==> src/rtl/conv_window_gen.sv <==
// Streaming K x K x CH sliding-window generator over a raster-order feature map, holding K-1 rows in line buffers.
// Windows appear one cycle after the completing pixel; in_ready drops only while an output window is held unaccepted.
module conv_window_gen #(
    parameter int WIDTH     = 28,
    parameter int HEIGHT    = 28,
    parameter int DATA_BITS = 32,
    parameter int CH        = 1,
    parameter int K         = 3,
    parameter int STRIDE    = 1
) (
    input  logic                          clk,
    input  logic                          rst,
    input  logic                          in_valid,
    output logic                          in_ready,
    input  logic [CH*DATA_BITS-1:0]       in_data,
    output logic                          out_valid,
    input  logic                          out_ready,
    output logic [K*K*CH*DATA_BITS-1:0]   out_data,
    output logic [15:0]                   out_row,
    output logic [15:0]                   out_col,
    output logic                          out_last
);
    localparam int PW = CH * DATA_BITS;
    localparam int WW = K * K * PW;
    localparam int XW = $clog2(WIDTH);
    localparam int YW = $clog2(HEIGHT);
    localparam int OW = (WIDTH - K) / STRIDE + 1;
    localparam int OH = (HEIGHT - K) / STRIDE + 1;
    localparam logic [XW-1:0] X_LAST  = XW'(WIDTH - 1);
    localparam logic [YW-1:0] Y_LAST  = YW'(HEIGHT - 1);
    localparam logic [15:0]   KM1     = 16'(K - 1);
    localparam logic [15:0]   STEP    = 16'(STRIDE);
    localparam logic [15:0]   OW_LAST = 16'(OW - 1);
    localparam logic [15:0]   OH_LAST = 16'(OH - 1);

    logic [XW-1:0] x_q, x_d;
    logic [YW-1:0] y_q, y_d;
    // lb_q[0] holds the oldest row, lb_q[K-2] the row just above the current one
    logic [PW-1:0] lb_q [K-1][WIDTH];
    logic [PW-1:0] new_col [K];
    logic [WW-1:0] win_q, win_d;

    logic          out_valid_q;
    logic [WW-1:0] out_data_q;
    logic [15:0]   out_row_q, out_col_q;
    logic          out_last_q;

    logic          accept;
    logic          emit;
    logic [15:0]   x_off, y_off, col_idx, row_idx;

    assign in_ready = !out_valid_q || out_ready;
    assign accept   = in_valid && in_ready && !rst;

    always_comb begin
        x_d = x_q + XW'(1);
        y_d = y_q;
        if (x_q == X_LAST) begin
            x_d = '0;
            y_d = (y_q == Y_LAST) ? '0 : y_q + YW'(1);
        end
    end

    always_comb begin
        for (int i = 0; i < K - 1; i++) begin
            new_col[i] = lb_q[i][x_q];
        end
        new_col[K-1] = in_data;

        win_d = win_q;
        for (int r = 0; r < K; r++) begin
            for (int c = 0; c < K - 1; c++) begin
                win_d[(r*K + c)*PW +: PW] = win_q[(r*K + c + 1)*PW +: PW];
            end
            win_d[(r*K + K - 1)*PW +: PW] = new_col[r];
        end
    end

    // Emits are gated on y >= K-1, so rows left in the buffers by a previous frame never reach the output
    always_comb begin
        x_off   = 16'(x_q) - KM1;
        y_off   = 16'(y_q) - KM1;
        col_idx = x_off / STEP;
        row_idx = y_off / STEP;
        emit    = accept
                  && (16'(x_q) >= KM1) && (16'(y_q) >= KM1)
                  && ((x_off % STEP) == 16'd0)
                  && ((y_off % STEP) == 16'd0);
    end

    always_ff @(posedge clk) begin
        if (accept) begin
            for (int i = 0; i < K - 2; i++) begin
                lb_q[i][x_q] <= lb_q[i+1][x_q];
            end
            lb_q[K-2][x_q] <= in_data;
            win_q          <= win_d;
        end
    end

    always_ff @(posedge clk) begin
        if (rst) begin
            x_q         <= '0;
            y_q         <= '0;
            out_valid_q <= 1'b0;
            out_data_q  <= '0;
            out_row_q   <= '0;
            out_col_q   <= '0;
            out_last_q  <= 1'b0;
        end else begin
            if (accept) begin
                x_q <= x_d;
                y_q <= y_d;
            end
            if (emit) begin
                out_valid_q <= 1'b1;
                out_data_q  <= win_d;
                out_row_q   <= row_idx;
                out_col_q   <= col_idx;
                out_last_q  <= (row_idx == OH_LAST) && (col_idx == OW_LAST);
            end else if (out_ready) begin
                out_valid_q <= 1'b0;
            end
        end
    end

    assign out_valid = out_valid_q;
    assign out_data  = out_data_q;
    assign out_row   = out_row_q;
    assign out_col   = out_col_q;
    assign out_last  = out_last_q;

endmodule

==> config.mk <==
export PLATFORM = sky130hd
export DESIGN_NAME = conv_window_gen
export DESIGN_NICKNAME = d
export VERILOG_FILES = /design/src/rtl/conv_window_gen.sv
export SDC_FILE = /design/constraint.sdc
export NUM_CORES = 2
export LEC_CHECK = 0
export CORE_MARGIN = 5
export CORE_UTILIZATION = 25
export CTS_CLUSTER_DIAMETER = 80
export DETAILED_ROUTE_END_ITERATION = 16
export PLACE_DENSITY = 0.4
export SLEW_MARGIN = 20
export SYNTH_ARGS = -nofsm -noshare
export SYNTH_HDL_FRONTEND = slang
export SYNTH_SLANG_ARGS = --single-unit
export TNS_END_PERCENT = 10
==> constraint.sdc <==
create_clock -name clk -period 24.7 [get_ports clk]
set_input_delay 7.41 -clock clk [delete_from_list [all_inputs] [get_ports clk]]
set_output_delay 7.41 -clock clk [all_outputs]
set_load 0.02 [all_outputs]
# --- After elaboration in Yosys (flattened, before gate mapping) ---
# Memory sizes are Yosys's and may differ from the RTL's.
# Cells that the tools add are included.
word_totals:
  regBits: 620
  ramBits: 1792
  inputBits: 36
  n_memories: 1
classes:
  add_sub_neg: 4
  magnitude_cmp: 4
  eq_ne: 4
  muxes: 14
  bitwise_logic: 1
  n_reduce_logical: 11
mem_list:
  columns: ["name", "words", "word_bits", "rd", "rd_ports_with_merged_regs", "wr", "line", "text"]
  rows:
  - ["lb_q", 2, 896, 2, 0, 2, "39", "logic [PW-1:0] lb_q [K-1][WIDTH];"]
op_table:
  columns: ["cell", "count"]
  rows:
  - ["two-way mux 896 bit", 1]
  - ["binary-select mux 32 bit (select 5 bit)", 2]
  - ["demux 32 bit (select 5 bit)", 1]
  - ["two-way mux 32 bit", 5]
  - ["equality test 16 x 5 -> 1 bit (second input constant)", 2]
  - ["subtractor 5 x 2 -> 6 bit (second input constant)", 2]
  - ["adder 5 x 1 -> 5 bit (second input constant)", 2]
  - ["equality test 5 bit (second input constant)", 2]
  - ["greater-or-equal comparator 5 x 2 -> 1 bit (second input constant)", 2]
  - ["two-way mux 5 bit", 2]
  - ["greater-or-equal comparator 6 bit (second input constant)", 1]
  - ["logical AND 1 bit", 6]
  - ["< comparator 6 x 1 -> 1 bit (second input constant)", 1]
  - ["inverter 5 -> 6 bit", 1]
  - ["two-way mux 1 bit", 3]
  - ["logical NOT 1 bit", 2]
  - ["AND reduction 2 bit", 1]
  - ["nonzero test 2 bit", 1]
  - ["logical OR 1 bit", 1]

# --- Depth between registers and ports, before layout ---
logic_depth:
  depth_word: 7
  mapped_depth: 14
  ltp_nobuf: 6

# --- Least setup slack after synthesis ---
# No wires, ideal clock.
synth_timing:
  kind: "input port to flip-flop"
  startpoint: "in out_ready"
  endpoint: "mem lb_q[0][1440] in the netlist's numbering (enable)"
  setup_ps: 564
  arrival_ps: 22112
  t_required_ps: 24136
  path_slack_ps: 2024
  path_stages: 5
  path_cell_list: "nand2b_1 nand2_1 nor2_1 nand2_1 nor3_1"
synth_lines:
  columns: ["element", "line", "text"]
  rows:
  - ["from (decl)", "17", "input logic out_ready,"]
  - ["to (decl)", "39", null]

# --- Worst setup path in the final report ---
layout_timing:
  startpoint: "in out_ready"
  endpoint: "out in_ready"
layout_between:
  elab_chain_cells: 1
layout_lines:
  columns: ["element", "line", "text"]
  rows:
  - ["logical OR 1 bit", "52", "assign in_ready = !out_valid_q || out_ready;"]
  - ["to (decl)", "14", "output logic in_ready,"]
# No other way between the ends.

==> run metrics <==
first-pass GRT wire length ~390 mm; largest net degree at the start of global routing roughly 190; vias in the first global route between 40k and 50k; Hold Path Depth 0; Hold WC Path Type flop to flop; Area Growth Syn to Fin 19.9%; status completed; Starting Density between 20% and 30%; fin crit period around 16 ns; sequential area share after synthesis 76.3%; Synth Net Count 4980; Ys Warns 0; WHS between 0.4 and 0.5 ns; Setup TNS 0 ns; Leak Pwr between 30 and 40 nW; drt via density 4.58; initial antenna violation count 25; CORE AREA around 340000 um^2; fin nets 5434; library cells used by synthesis 63; routed len/inst 27.7 um; grt ovf 0; register area between 60000 and 70000 um^2; Synth Flop Type edfxtp_1; worst flop-to-flop path startpoint x_q[1]; ys async rst share 0%; Yosys top cell by area edfxtp_1; DRT iter0 DRCs 3506; Root Buffer clkbuf_16; footprint of the multi-input gates between 15000 and 20000 um^2; Slew Limit Fails 0; CP endpoint kind primary output; Final WS setup 8.68 ns; Worst-Margin Slew 1.18 ns; IO Port Bufs approximately 360; post-DP HPWL around 160 mm; Die Wd around 600 um; # hold bufs at CTS 0; VDD IR-drop max about 0.054 mV; share of layout cells above drive strength 1 between 10% and 20%; CTS clock-pin slew for the worst setup and hold paths around 0.060 ns; Worst Hold End win_q[154]; Syn Inst Count 4934; CP Launch Type input pin; RSZ-0062 raised after global routing no; FP Rows about 220; Yosys reg bits 2296; Post-synth EDFFs about 2k; kind of critical path input pin to primary output; Pwr Density 80.8 nW/um^2; # IOs roughly 360; fin area a little over 100000 um^2; # setup viols final 0; DRC 0; skew final 0.0870 ns; syn_area_per_cell between 15 and 20 um^2; Clk Latency, worst-skew pair 0.92 ns; Num CTS Buffers 247; Final Hold Fails 0; Max-Cap Viols 0; Routed Wire Length 281 mm; placed instance area around 96000 um^2; relative slew slack between 20% and 30%; mapped cell area ~86000 um^2; Place WS ~8.7 ns; CTS tree built; DRT antenna net count 0; die height approximately 600 um; gp weighted congestion between 0.7 and 0.8; Synth top area share 69.1%; WP data required between 15 and 20 ns; full die area between 300000 and 400000 um^2; H-tree Lvls 4; Vias 46.5k; cells on worst reg2reg path 8; critical path arrival 8.61 ns; Clock Sinks ~2.3k; gr usage total between 15 and 20%; Fmax approximately 0.062 GHz; worst hold start win_q[186]; Longest Clk Path Bufs 4; Gates resized, CTS repair 0; worst-path fanout max 2; DR pass1 iterations 8; number of fill cells about 34k; fin crit share around two thirds; Synth area leaders edfxtp_1 (69%), dfxtp_1 (7.2%), mux4_2 (5.8%); Setup Fix Bufs, Post-CTS 0; flop2flop setup slack slightly below 20 ns; Worst R2R End win_q[163]; Power, Total 8.36 mW
-- cells in the mapped netlist (12+ instances only) --
library cell,number
o21ai_0,114
mux2_2,143
buf_1,18
dfxtp_1,312
o31ai_1,51
o221ai_1,28
a21o_1,30
nor3b_1,35
nand3b_1,35
buf_4,64
nor2_1,75
mux4_2,223
edfxtp_1,1984
nand2_1,515
buf_2,89
or2_2,30
a211oi_1,12
o22ai_1,119
o211ai_1,26
a22oi_1,16
a221oi_1,50
nor3_1,45
clkbuf_1,136
mux2i_1,333
o22a_1,26
buf_6,14
a21oi_1,265
nand3_1,20
-- critical path, stage by stage --
cell             delay [ns]
clkdlybuf4s50_1        0.46
nand2b_1               0.13
clkdlybuf4s50_1        0.61
-- cell usage in the layout, fill, tap and decap left out, types with 10 or more instances in the layout --
cell             instances
buf_2                   11
a221oi_1                50
o21ai_0                114
a21oi_1                249
nor3_1                  33
clkdlybuf4s50_1        347
bufinv_16               14
nand2_1                515
mux2_2                 143
or2_2                   30
nor2_4                  21
o22ai_1                119
clkbuf_8                19
dfxtp_1                307
nand3_1                 20
mux4_2                 223
o22a_1                  26
ha_1                    10
clkinv_2                48
o31ai_1                 51
o211ai_1                26
clkinv_1                40
o221ai_1                28
clkbuf_16              253
nor3_2                  12
buf_4                  156
clkbuf_1                63
mux2i_1                333
a21o_1                  30
edfxtp_1              1984
nor2_1                  46
a22oi_1                 14
nand3b_1                35
a211oi_1                12
nor3b_1                 34
-- cells by family after synthesis --
group                    Yosys count  synth area share [%]
multiplexers                     699                  11.6
adder cells (fa/ha/maj)           10                 0.145
AO/OA/AOI/OAI                    766                  5.59
flip-flops                      2296                  76.3
buffers and inverters            333                  1.98
AND/OR/NAND/NOR                  821                  4.31
XOR/XNOR                           9                0.0914
-- power breakdown --
group / internal, mW / switching (mW)
Combinational: 0.142 / 0.319
Sequential: 4.29 / 0.0162
Clock: 2.07 / 1.53
-- registers in the layout, summed over array words and instances, names as in the netlist --
signal / cells
out_col: 6
win_q: 192
y_q: 5
lb_q: 1792
out_last: 1
x_q: 5
out_row: 6
out_valid: 1
out_data: 288
-- area by class of cell --
cell class	instances	area share (%)
Antenna cell	8	0.0194
Clock buffer	335	6.60
Clock inverter	115	0.893
Inverter	12	0.0436
Multi-Input combinational cell	2305	18.5
Sequential cell	2296	63.7
Tap cell	4557	5.51
Timing Repair Buffer	526	4.76
-- metrics by stage --
stage / utilization [%] / instances
2_1_floorplan: - / 4934
3_3_place_gp: 27.8 / 9692
3_5_place_dp: 27.9 / 9695
4_1_cts: 30.1 / 10100
5_1_grt: 30.1 / 10100
6_report: 30.1 / 10200
-- per-layer routing --
| layer | wire [um] | vias up | track usage, % | share of wire [%] |
|---|---|---|---|---|
| met5 | 84 | - | 0 | 0.030 |
| met2 | 139000 | 972 | 26.4 | 50 |
| met1 | 125000 | 24800 | 20.5 | 45 |
| met4 | 4760 | 14 | 2.73 | 1.7 |
| li1 | - | 20300 | - | - |
| met3 | 11600 | 324 | 2.30 | 4.1 |
-- worst max path at each step --
stage | start | to | slack [ns] | cells after the start
after global routing | out_ready | in_ready | 8.64 | 3
final | out_ready | in_ready | 8.68 | 3
after CTS | out_ready | in_ready | 8.66 | 3
after floorplan | out_ready | lb_q[0][1440] | 2.02 | 5
after global placement | out_ready | in_ready | 8.65 | 3
after detailed placement | out_ready | in_ready | 8.67 | 3
(Power assumes the default switching activity.)
